<file path="src/rtl/encode_regfile_stream_pkg.sv">
// regfile_pkg: shared layout constants for the trace register file frame.
// The word-order indices are also used by the trace-side unpacker, so both
// ends agree that word 0 is eax (frame bits 319:288) and word 9 is eflags.
package regfile_pkg;

   localparam int REGFILE_WORDS = 10;
   localparam int REG_W         = 32;
   localparam int REGFILE_W     = REGFILE_WORDS * REG_W;
   localparam int IDX_W         = 4;

   localparam logic [IDX_W-1:0] IDX_EAX    = 4'd0;
   localparam logic [IDX_W-1:0] IDX_EBX    = 4'd1;
   localparam logic [IDX_W-1:0] IDX_ECX    = 4'd2;
   localparam logic [IDX_W-1:0] IDX_EDX    = 4'd3;
   localparam logic [IDX_W-1:0] IDX_ESI    = 4'd4;
   localparam logic [IDX_W-1:0] IDX_EDI    = 4'd5;
   localparam logic [IDX_W-1:0] IDX_ESP    = 4'd6;
   localparam logic [IDX_W-1:0] IDX_EBP    = 4'd7;
   localparam logic [IDX_W-1:0] IDX_EIP    = 4'd8;
   localparam logic [IDX_W-1:0] IDX_EFLAGS = 4'd9;
   // Optional checksum word that trails eflags.
   localparam logic [IDX_W-1:0] IDX_CSUM   = 4'd10;

   typedef enum logic {
      IDLE = 1'b0,
      SEND = 1'b1
   } state_t;

   // Packed frame: element 9 holds eax (MSBs), element 0 holds eflags.
   typedef logic [REGFILE_WORDS-1:0][REG_W-1:0] frame_t;

   // XOR of all register words of a frame.
   function automatic logic [REG_W-1:0] frame_xor(input frame_t f);
      logic [REG_W-1:0] acc;
      acc = {REG_W{1'b0}};
      for (int i = 0; i < REGFILE_WORDS; i++) begin
         acc = acc ^ f[i];
      end
      return acc;
   endfunction

endpackage

</file>
<file path="src/rtl/encode_regfile_stream_if.sv">
// encode_regfile_stream_if: input-side and output-side handshakes of the
// register-file stream encoder. The encoder uses the slave view, the
// surrounding logic (capture side + trace output path) the master view.
interface encode_regfile_stream_if;

   logic                           in_valid;
   logic                           in_ready;
   logic [regfile_pkg::REG_W-1:0]  out_data;
   logic                           out_valid;
   logic                           out_ready;
   logic                           out_last;

   modport master (
      output in_valid,
      input  in_ready,
      input  out_data,
      input  out_valid,
      input  out_last,
      output out_ready
   );

   modport slave (
      input  in_valid,
      output in_ready,
      output out_data,
      output out_valid,
      output out_last,
      input  out_ready
   );

endinterface

</file>
<file path="src/rtl/encode_regfile_stream.sv">
// encode_regfile_stream: snapshots ten 32-bit registers and streams them as
// 32-bit words, eax first, eflags last. Define ENCODE_REGFILE_CSUM_EN to
// append an 11th word holding the XOR of the ten register words.
// All outputs decode only from state, index and snapshot, so no input
// reaches an output combinationally.
module encode_regfile_stream
   import regfile_pkg::*;
(
   input  logic                   clk,
   input  logic                   rst_n,
   input  logic [REG_W-1:0]       eax,
   input  logic [REG_W-1:0]       ebx,
   input  logic [REG_W-1:0]       ecx,
   input  logic [REG_W-1:0]       edx,
   input  logic [REG_W-1:0]       esi,
   input  logic [REG_W-1:0]       edi,
   input  logic [REG_W-1:0]       esp,
   input  logic [REG_W-1:0]       ebp,
   input  logic [REG_W-1:0]       eip,
   input  logic [REG_W-1:0]       eflags,
   encode_regfile_stream_if.slave bus,
   output logic                   busy
);

`ifdef ENCODE_REGFILE_CSUM_EN
   localparam logic [IDX_W-1:0] LAST_IDX = IDX_CSUM;
`else
   localparam logic [IDX_W-1:0] LAST_IDX = IDX_EFLAGS;
`endif

   state_t           state_r;
   state_t           next_state_s;
   logic [IDX_W-1:0] idx_r;
   logic [IDX_W-1:0] next_idx_s;
   frame_t           snap_r;
   logic             load_s;
   logic [IDX_W-1:0] sel_s;
   logic [REG_W-1:0] word_s;

   // State, word index and snapshot; reset drops any frame in flight at once
   always_ff @(posedge clk or negedge rst_n) begin
      if (!rst_n) begin
         state_r <= IDLE;
         idx_r   <= {IDX_W{1'b0}};
         snap_r  <= {REGFILE_W{1'b0}};
      end else begin
         state_r <= next_state_s;
         idx_r   <= next_idx_s;
         if (load_s) begin
            snap_r <= {eax, ebx, ecx, edx, esi, edi, esp, ebp, eip, eflags};
         end
      end
   end

   // Next-state logic: capture in IDLE, advance one word per accepted handshake
   always_comb begin
      next_state_s = state_r;
      next_idx_s   = idx_r;
      load_s       = 1'b0;
      case (state_r)
         IDLE: begin
            if (bus.in_valid) begin
               load_s       = 1'b1;
               next_idx_s   = IDX_EAX;
               next_state_s = SEND;
            end else begin
               next_state_s = IDLE;
            end
         end
         SEND: begin
            if (bus.out_ready) begin
               if (idx_r == LAST_IDX) begin
                  next_state_s = IDLE;
                  next_idx_s   = IDX_EAX;
               end else begin
                  next_idx_s = idx_r + 4'd1;
               end
            end else begin
               next_idx_s = idx_r;
            end
         end
         default: begin
            next_state_s = IDLE;
            next_idx_s   = IDX_EAX;
         end
      endcase
   end

   // Word k of the stream sits at packed element (9 - k) of the snapshot
   assign sel_s = IDX_EFLAGS - idx_r;

   // Select the word presented at the current index
   always_comb begin
      word_s = {REG_W{1'b0}};
`ifdef ENCODE_REGFILE_CSUM_EN
      if (idx_r == IDX_CSUM) begin
         word_s = frame_xor(snap_r);
      end else begin
         word_s = snap_r[sel_s];
      end
`else
      word_s = snap_r[sel_s];
`endif
   end

   // Output decode from state and index only
   always_comb begin
      bus.in_ready  = (state_r == IDLE);
      bus.out_valid = (state_r == SEND);
      bus.out_last  = (state_r == SEND) && (idx_r == LAST_IDX);
      busy          = (state_r == SEND);
      if (state_r == SEND) begin
         bus.out_data = word_s;
      end else begin
         bus.out_data = {REG_W{1'b0}};
      end
   end

endmodule

</file>
<file path="src/flat_wrapper.sv">
// flat-port wrapper written by rule: the top's interface ports become plain ports
module encode_regfile_stream_flat import regfile_pkg::*;
  (clk, rst_n, eax, ebx, ecx, edx, esi, edi, esp, ebp, eip, eflags, busy, bus_in_valid, bus_in_ready, bus_out_data, bus_out_valid, bus_out_last, bus_out_ready);
  encode_regfile_stream_if bus_i ();
  input  logic clk;
  input  logic rst_n;
  input  logic [REG_W-1:0] eax;
  input  logic [REG_W-1:0] ebx;
  input  logic [REG_W-1:0] ecx;
  input  logic [REG_W-1:0] edx;
  input  logic [REG_W-1:0] esi;
  input  logic [REG_W-1:0] edi;
  input  logic [REG_W-1:0] esp;
  input  logic [REG_W-1:0] ebp;
  input  logic [REG_W-1:0] eip;
  input  logic [REG_W-1:0] eflags;
  output logic busy;
  input wire logic [$bits(bus_i.in_valid)-1:0] bus_in_valid;
  output wire logic [$bits(bus_i.in_ready)-1:0] bus_in_ready;
  output wire logic [$bits(bus_i.out_data)-1:0] bus_out_data;
  output wire logic [$bits(bus_i.out_valid)-1:0] bus_out_valid;
  output wire logic [$bits(bus_i.out_last)-1:0] bus_out_last;
  input wire logic [$bits(bus_i.out_ready)-1:0] bus_out_ready;
  assign bus_i.in_valid = bus_in_valid;
  assign bus_in_ready = bus_i.in_ready;
  assign bus_out_data = bus_i.out_data;
  assign bus_out_valid = bus_i.out_valid;
  assign bus_out_last = bus_i.out_last;
  assign bus_i.out_ready = bus_out_ready;
  encode_regfile_stream u_core (.clk(clk), .rst_n(rst_n), .eax(eax), .ebx(ebx), .ecx(ecx), .edx(edx), .esi(esi), .edi(edi), .esp(esp), .ebp(ebp), .eip(eip), .eflags(eflags), .bus(bus_i), .busy(busy));
endmodule
</file>
<file path="config.mk">
export PLATFORM = sky130hd
export DESIGN_NAME = encode_regfile_stream_flat
export DESIGN_NICKNAME = d
export VERILOG_FILES = /design/src/rtl/encode_regfile_stream_pkg.sv /design/src/rtl/encode_regfile_stream_if.sv /design/src/rtl/encode_regfile_stream.sv /design/src/flat_wrapper.sv
export SDC_FILE = /design/constraint.sdc
export NUM_CORES = 1
export LEC_CHECK = 0
export CAP_MARGIN = 20
export CORE_MARGIN = 5
export CORE_UTILIZATION = 54
export CTS_CLUSTER_DIAMETER = 200
export DETAILED_ROUTE_END_ITERATION = 8
export GPL_TIMING_DRIVEN = 0
export PLACE_DENSITY = 0.93
export SLEW_MARGIN = 20
export SYNTH_ARGS = -nofsm -noshare
export SYNTH_HDL_FRONTEND = slang
export SYNTH_SLANG_ARGS = --single-unit
</file>
<file path="constraint.sdc">
create_clock -name clk -period 3.5 [get_ports clk]
set_input_delay 0.525 -clock clk [delete_from_list [all_inputs] [get_ports clk]]
set_output_delay 0.525 -clock clk [all_outputs]
set_load 0.01 [all_outputs]
</file>
==> key figures, run 1 <==
Timing
  – Worst hold slack: 0.4810 ns
  – Worst slew pin tran: 0.5754 ns
  – Hold Fails Final Rpt: 0
  – Slew margin rel.: 61.64%
  – Period minus WS final: 3.507 ns
  – Final Setup Violations: 1
  – Fmax achieved: 285.1 MHz
  – Final Max Slew Viols: 0
  – Clock Skews: 0.01182 ns
  – RSZ-0062 raised after global routing: yes
  – Worst Slack Setup Final: -0.006963 ns
  – Final period util: 100.2%

Clocking
  – Clk slew on worst S/H paths: 0.06 ns
  – Clock sinks: 325
  – Worst skew pair latency: 0.50 ns
  – CTS Buf Count: 36
  – H-tree depth: 2
  – Root Driver: clkbuf_16
  – CTS tree: done
  – Clock Path Buffers: 3

Run status
  – Run status: complete, but fails checks
  – Violated checks: negative setup slack

Worst setup path
  – Worst Path Arrival: 2.98 ns
  – Kind of start point of the critical path: flip-flop
  – Cell-by-cell trace of the critical path: inv_4, buf_12, ha_1, buf_8, nor2_2, nand3_4, clkbuf_16, o22ai_1, clkdlybuf4s50_1
  – Crit path kind: reg2out
  – Worst EP required: 2.97 ns
  – Endpoint type of the worst setup path: output pin
  – Crit-path slowest cell: clkdlybuf4s50_1
  – Crit path max fanout: 10
  – Max incr delay on CP: 0.56 ns

Floorplanning
  – Ports: 360
  – Die area: 30470 um^2
  – Core Region: 26800 um^2
  – Die Ht: 174.6 um
  – Starting Density: 54.56%
  – Site Rows: 60
  – Die X: 174.6 um

Placement
  – RePlAce Congestion: 0.8340
  – Placed Area: 18730 um^2
  – DPL Wire Length: 31800 um
  – Buffers added on ports: 359

Finish
  – Final core utilization: 75.23%
  – Post-layout nets: 1632
  – Layout cells sized above 1: 17.66%
  – Area Overhead vs Synth: 37.89%
  – Final instance area: 20160 um^2

Synth
  – Synth warnings: 0
  – Most common cell in the netlist: dfrtp_1
  – Avg Cell Area, Syn: 16.28 um^2
  – Post-synthesis async set-or-reset flop share: 100.0%
  – Synthesized instance count: 898
  – Seq cells post-synth: 325
  – Synth area leader: dfrtp_1
  – Top cells by area, synth: dfrtp_1, mux2_1, mux4_2
  – Post-synth EDFFs: 0
  – Mux cell area share after synthesis: 39.10%
  – Synthesized net count: 1225
  – Compound-Gate Fraction of Synth Area: 1.634%
  – Synth top area share: 55.62%
  – Post-Synth XOR/XNOR Area: 0.05990%
  – Main combinational cell family by area after synthesis: multiplexers
  – Simple-Gate Fraction of Synth Area: 0.3680%
  – Register area share after synthesis: 55.62%
  – Mapped Area: 14620 um^2
  – Post-synth top cells: dfrtp_1, mux2_1, mux2i_1
  – Post-Synth Adder-Cell Area: 0.2567%
  – Main synth FF type: dfrtp_1
  – Yosys cell types: 26

Drt
  – DRC viols: 0
  – Via density per instance: 5.928
  – Post-route ant nets: 0
  – Average wire per standard cell: 26.72 um
  – Via count: 9930
  – Initial drt markers: 571
  – Final WL: 44760 um
  – Drt pass-1 iters: 5

Power and ir drop
  – Maximum vdd drop: 0.5379 mV
  – Static leakage: 0.008730 uW
  – Power after layout: 18390 uW
  – Pwr Density: 912.1 nW/um^2

GRT
  – GRT Util Overall: 29.05%
  – Vias in the first global route: 11190
  – First-pass GRT wire length: 67130 um
  – Largest net degree at the start of global routing: 102
  – Gr ovfl total: 0
  – Antenna violations before repair: 5

Flow run
  – Max Cap Viol: 0

Worst hold path
  – Hold Crit Class: reg2reg
## sequential cells by signal (all words and copies together) (netlist names)
| register | cells |
|---|---|
| u_core.snap_r | 320 |
| u_core.idx_r | 4 |
| u_core.bus.out_valid | 1 |
## area by class of cell
class                      count  area [um^2]
sequential                   325         8134
fill                        1626         6639
multi-input combinational    503         6102
timing repair buffer         370         3749
clock buffer                  56         1087
buffer                        65        548.0
tap                          341        426.7
clock inverter                 8        90.09
inverter                       4        17.52
antenna                        3        7.507
## worst max-delay path, delay by kind of cell, from the launching register on
kind            cells  cell delay [ns]
compound gates      1             0.17
fa+ha+maj           1             0.28
buf+inv             5             1.27
simple gates        2             0.31
flops               1             0.42
## power by group
part / switching (uW) / internal (uW)
Sequential: 1040 / 5680
Combinational: 3510 / 4390
Clock: 1490 / 2280
## worst paths after layout
path	endpoint	slack, ns	from	depth (start not counted)
hold / removal	u_core.snap_r[189]$_DFFE_PN0P_	0.48	u_core.snap_r[189]$_DFFE_PN0P_	1
setup / recovery	bus_out_data[21]	-0.007	u_core.idx_r[1]$_DFFE_PN0P_	9
min in group asynchronous	u_core.snap_r[29]$_DFFE_PN0P_	0.59	rst_n	2
hold reg to reg	u_core.snap_r[189]$_DFFE_PN0P_	0.48	u_core.snap_r[189]$_DFFE_PN0P_	1
max in group asynchronous	u_core.snap_r[46]$_DFFE_PN0P_	1.68	rst_n	4
setup reg to reg	u_core.snap_r[286]$_DFFE_PN0P_	1.50	u_core.bus.out_valid$_DFF_PN0_	5
## what timing repair did
item | in CTS | in global routing
setup buffers | 3 | 3
cloned | 1 | 0
hold buffers | 1 | 0
endpoints found under the hold margin | 8 | 0
resized for setup | 67 | 16
endpoints found under the setup margin | 32 | 11
## routing by layer
metal / global-route usage [%] / routed length, um / vias to the layer above
li1: - / - / 4176
met1: 35.79 / 17200 / 5140
met2: 49.04 / 22140 / 481
met3: 7.829 / 3474 / 129
met4: 11.72 / 1910 / 4
met5: 0 / 29 / -
## cell families (layout without fill, tap and decap cells)
family / Yosys count / after routing
adder cells (fa/ha/maj): 3 / 3
AND/OR/NAND/NOR: 10 / 10
flip-flops: 325 / 325
other: 0 / 3
AO/OA/AOI/OAI: 38 / 38
buffers and inverters: 70 / 503
XOR/XNOR: 1 / 1
multiplexers: 451 / 451
## placed cells by master, fill, tap and decap left out, drive strengths merged, types with 10 or more instances in the layout
| master | n |
|---|---|
| buf | 70 |
| clkbuf | 62 |
| clkdlybuf4s50 | 327 |
| dfrtp | 325 |
| dlygate4sd2 | 21 |
| dlymetal6s2s | 10 |
| mux2 | 321 |
| mux2i | 66 |
| mux4 | 64 |
| o22ai | 32 |
## through the flow
step | setup WS (ns) | TNS (ns) | cells
2_1_floorplan | 0.9575 | 0 | 898
3_3_place_gp | -11.88 | -3861.51 | 1598
3_5_place_dp | -0.4165 | -8.520 | 1601
4_1_cts | -0.08215 | -0.5073 | 1669
5_1_grt | -0.07333 | -0.07333 | 1675
6_report | -0.006963 | -0.006963 | 1675
No activity file was read; power rests on OpenSTA's default activity.
==> run 2, diff against run 1 <==
Settings changed: SKIP_CTS_REPAIR_TIMING set to 1.
==> run 2 against run 1 <==
Against the previous run: the run ends with negative hold slack, negative setup slack left; highest routed layer unchanged; flip-flop and latch count is the same; sequential share of layout area down 0.11 points; count of clock-buffer cells in the layout did not move; fmax is 0.59% lower; critical endpoint is now bus_out_data[23]; largest cell class unchanged.
==> key figures, run 2 (synthesis results as in run 1) <==
Power and ir drop
  – Clock power share: 20.3% (-0.2 points)
  – Int Power: 12510 uW (+1.4%)
  – Comb pwr share: 43.5% (+0.5 points)
  – Static leakage: 0.008873 uW (+1.6%)
  – Maximum vdd drop: 0.5409 mV (+0.57%)
  – Pwr Density: 918.5 nW/um^2 (+0.71%)
  – Sequential Power Share: 36.2% (-0.3 points)
  – Switch share: 32.62% (-0.25 points)
  – Psw: 6058 uW (+0.24%)

Worst setup path
  – Kind of start point of the critical path: flip-flop
  – Crit path max fanout: 10 (unchanged)
  – Worst EP required: 2.97 ns (about the same)
  – Worst Path Arrival: 3.00 ns (+0.02 ns)
  – Endpoint type of the worst setup path: output pin
  – Crit path kind: reg2out

Clocking
  – CTS tree: done
  – Root Driver: clkbuf_16
  – Clk slew on worst S/H paths: 0.06 ns (about the same)
  – H-tree depth: 2 (unchanged)
  – Worst skew pair latency: 0.50 ns (about the same)
  – Clock sinks: 325 (unchanged)
  – Clock Path Buffers: 3 (unchanged)
  – CTS Buf Count: 36 (unchanged)

Finish
  – Area Overhead vs Synth: 38.29%
  – Layout cells sized above 1: 17.82% (+0.16 points)
  – Commonest non-fill, non-tap cells in the layout: clkdlybuf4s50_1, dfrtp_1, mux2_1
  – Number of flip-flops in the largest register: 320 (unchanged)
  – Top reg by flops: u_core.snap_r
  – Final instance area: 20220 um^2 (+0.29%)
  – Most common cell after layout, fill and taps aside: clkdlybuf4s50_1
  – Post-layout nets: 1631 (-0.061%)

GRT
  – Antenna violations before repair: 5 (unchanged)
  – GRT Util Overall: 28.83% (-0.22 points)
  – Vias in the first global route: 11150 (-0.36%)
  – Gr ovfl total: 0 (unchanged)
  – Largest net degree at the start of global routing: 102 (unchanged)
  – First-pass GRT wire length: 66680 um (-0.67%)

Run status
  – Violated checks: negative hold slack, negative setup slack
  – Run status: complete, but fails checks

Placement
  – Dpl ws: -0.4165 ns (unchanged)
  – DPL Wire Length: 31800 um (unchanged)
  – Placed Area: 18730 um^2 (unchanged)
  – Buffers added on ports: 359 (unchanged)
  – RePlAce Congestion: 0.8340 (unchanged)

Drt
  – Via count: 10000 (+0.70%)
  – Drt pass-1 iters: 5 (unchanged)
  – Via density per instance: 5.974 (+0.77%)
  – Post-route ant nets: 0 (unchanged)
  – Initial drt markers: 580 (+1.6%)
  – Average wire per standard cell: 26.91 um (+0.72%)
  – DRC viols: 0 (unchanged)
  – Final WL: 45050 um (+0.66%)

Timing
  – Hold Fails Final Rpt: 2 (+2)
  – Accumulated negative setup slack: -0.03779 ns (-0.03082 ns)
  – Worst Slack Setup Final: -0.02787 ns (-0.02091 ns)
  – Clock Skews: 0.01078 ns (-0.001045 ns)
  – Worst slew pin tran: 0.5684 ns (-0.006982 ns)
  – Worst hold slack: -0.008345 ns (-0.4893 ns)
  – Final Max Slew Viols: 0 (unchanged)
  – Period minus WS final: 3.528 ns (+0.02091 ns)
  – Final Setup Violations: 2 (+1)
  – Slew margin rel.: 62.11% (+0.47 points)
  – Final period util: 100.8% (+0.60 points)
  – RSZ-0062 raised after global routing: yes
  – Fmax achieved: 283.5 MHz (-0.59%)

Worst hold path
  – Hold Crit Class: in2async

Floorplanning
  – Die Ht: 174.6 um (unchanged)
  – Ports: 360 (unchanged)
  – Die X: 174.6 um (unchanged)
  – Die area: 30470 um^2 (unchanged)
  – Starting Density: 54.56% (unchanged)
  – Core Region: 26800 um^2 (unchanged)
  – Site Rows: 60 (unchanged)

Flow run
  – Max Cap Viol: 0 (unchanged)
run 2: changes by cell type in the layout (fill, tap and decap cells not counted), moves of 3 or more:
cell / change
clkdlybuf4s50_1: +5
clkbuf_8: -3
dlymetal6s2s_1: +16
dlygate4sd2_1: -21
run 2: stage by stage:
stage          power, uW  utilization [%]  cells
2_1_floorplan      11150                -    898
3_3_place_gp       13930            69.56   1598
3_5_place_dp       14350            69.88   1601
4_1_cts            18230            74.28   1665
5_1_grt            19450            75.44   1674
6_report           18570            75.44   1674
run 2: layout make-up:
type	count	area, um^2
Sequential cell	325	8134
Fill cell	1608	6581
Multi-Input combinational cell	503	6111
Timing Repair Buffer	369	3816
Clock buffer	56	1087
Buffer	65	529.3
Tap cell	341	426.7
Clock inverter	8	90.09
Inverter	4	17.52
Antenna cell	3	7.507
run 2: power groups by stage:
| stage | logic, uW | registers (uW) | clock network, uW |
|---|---|---|---|
| after detailed placement | 7640 | 6700 | 0 |
| after global routing | 8590 | 6880 | 3980 |
| after floorplan | 4870 | 6280 | 0 |
| final | 8080 | 6730 | 3760 |
| after CTS | 7740 | 6670 | 3820 |
| after global placement | 7370 | 6560 | 0 |
run 2: worst paths after layout:
path,cells after the start,slack [ns],start,endpoint
worst max-delay path,9,-0.03,u_core.idx_r[1]$_DFFE_PN0P_,bus_out_data[23]
max in group asynchronous,3,2.30,rst_n,u_core.snap_r[46]$_DFFE_PN0P_
min in group clk,1,0.48,u_core.snap_r[178]$_DFFE_PN0P_,u_core.snap_r[178]$_DFFE_PN0P_
worst min-delay path,1,-0.008,rst_n,u_core.snap_r[29]$_DFFE_PN0P_
worst max register to register,5,1.48,u_core.bus.out_valid$_DFF_PN0_,u_core.snap_r[286]$_DFFE_PN0P_
worst min register to register,1,0.48,u_core.snap_r[178]$_DFFE_PN0P_,u_core.snap_r[178]$_DFFE_PN0P_
run 2: metal layers:
| layer | up-vias | track usage (%) | share of wire (%) |
|---|---|---|---|
| met3 | 140 | 7.677 | 7.4 |
| met5 | - | 0 | 0.064 |
| met4 | 4 | 11.82 | 4.7 |
| met1 | 5224 | 35.63 | 38 |
| met2 | 463 | 48.50 | 50 |
| li1 | 4169 | - | - |
run 2: critical path, cell delays in order (launching register included):
cell and delay, ns:
dfrtp_2 0.42, inv_4 0.09, buf_12 0.17, ha_4 0.28, buf_8 0.17, buf_8 0.19
mux4_2 0.32, mux2i_1 0.20, o22ai_1 0.12, clkdlybuf4s50_1 0.52
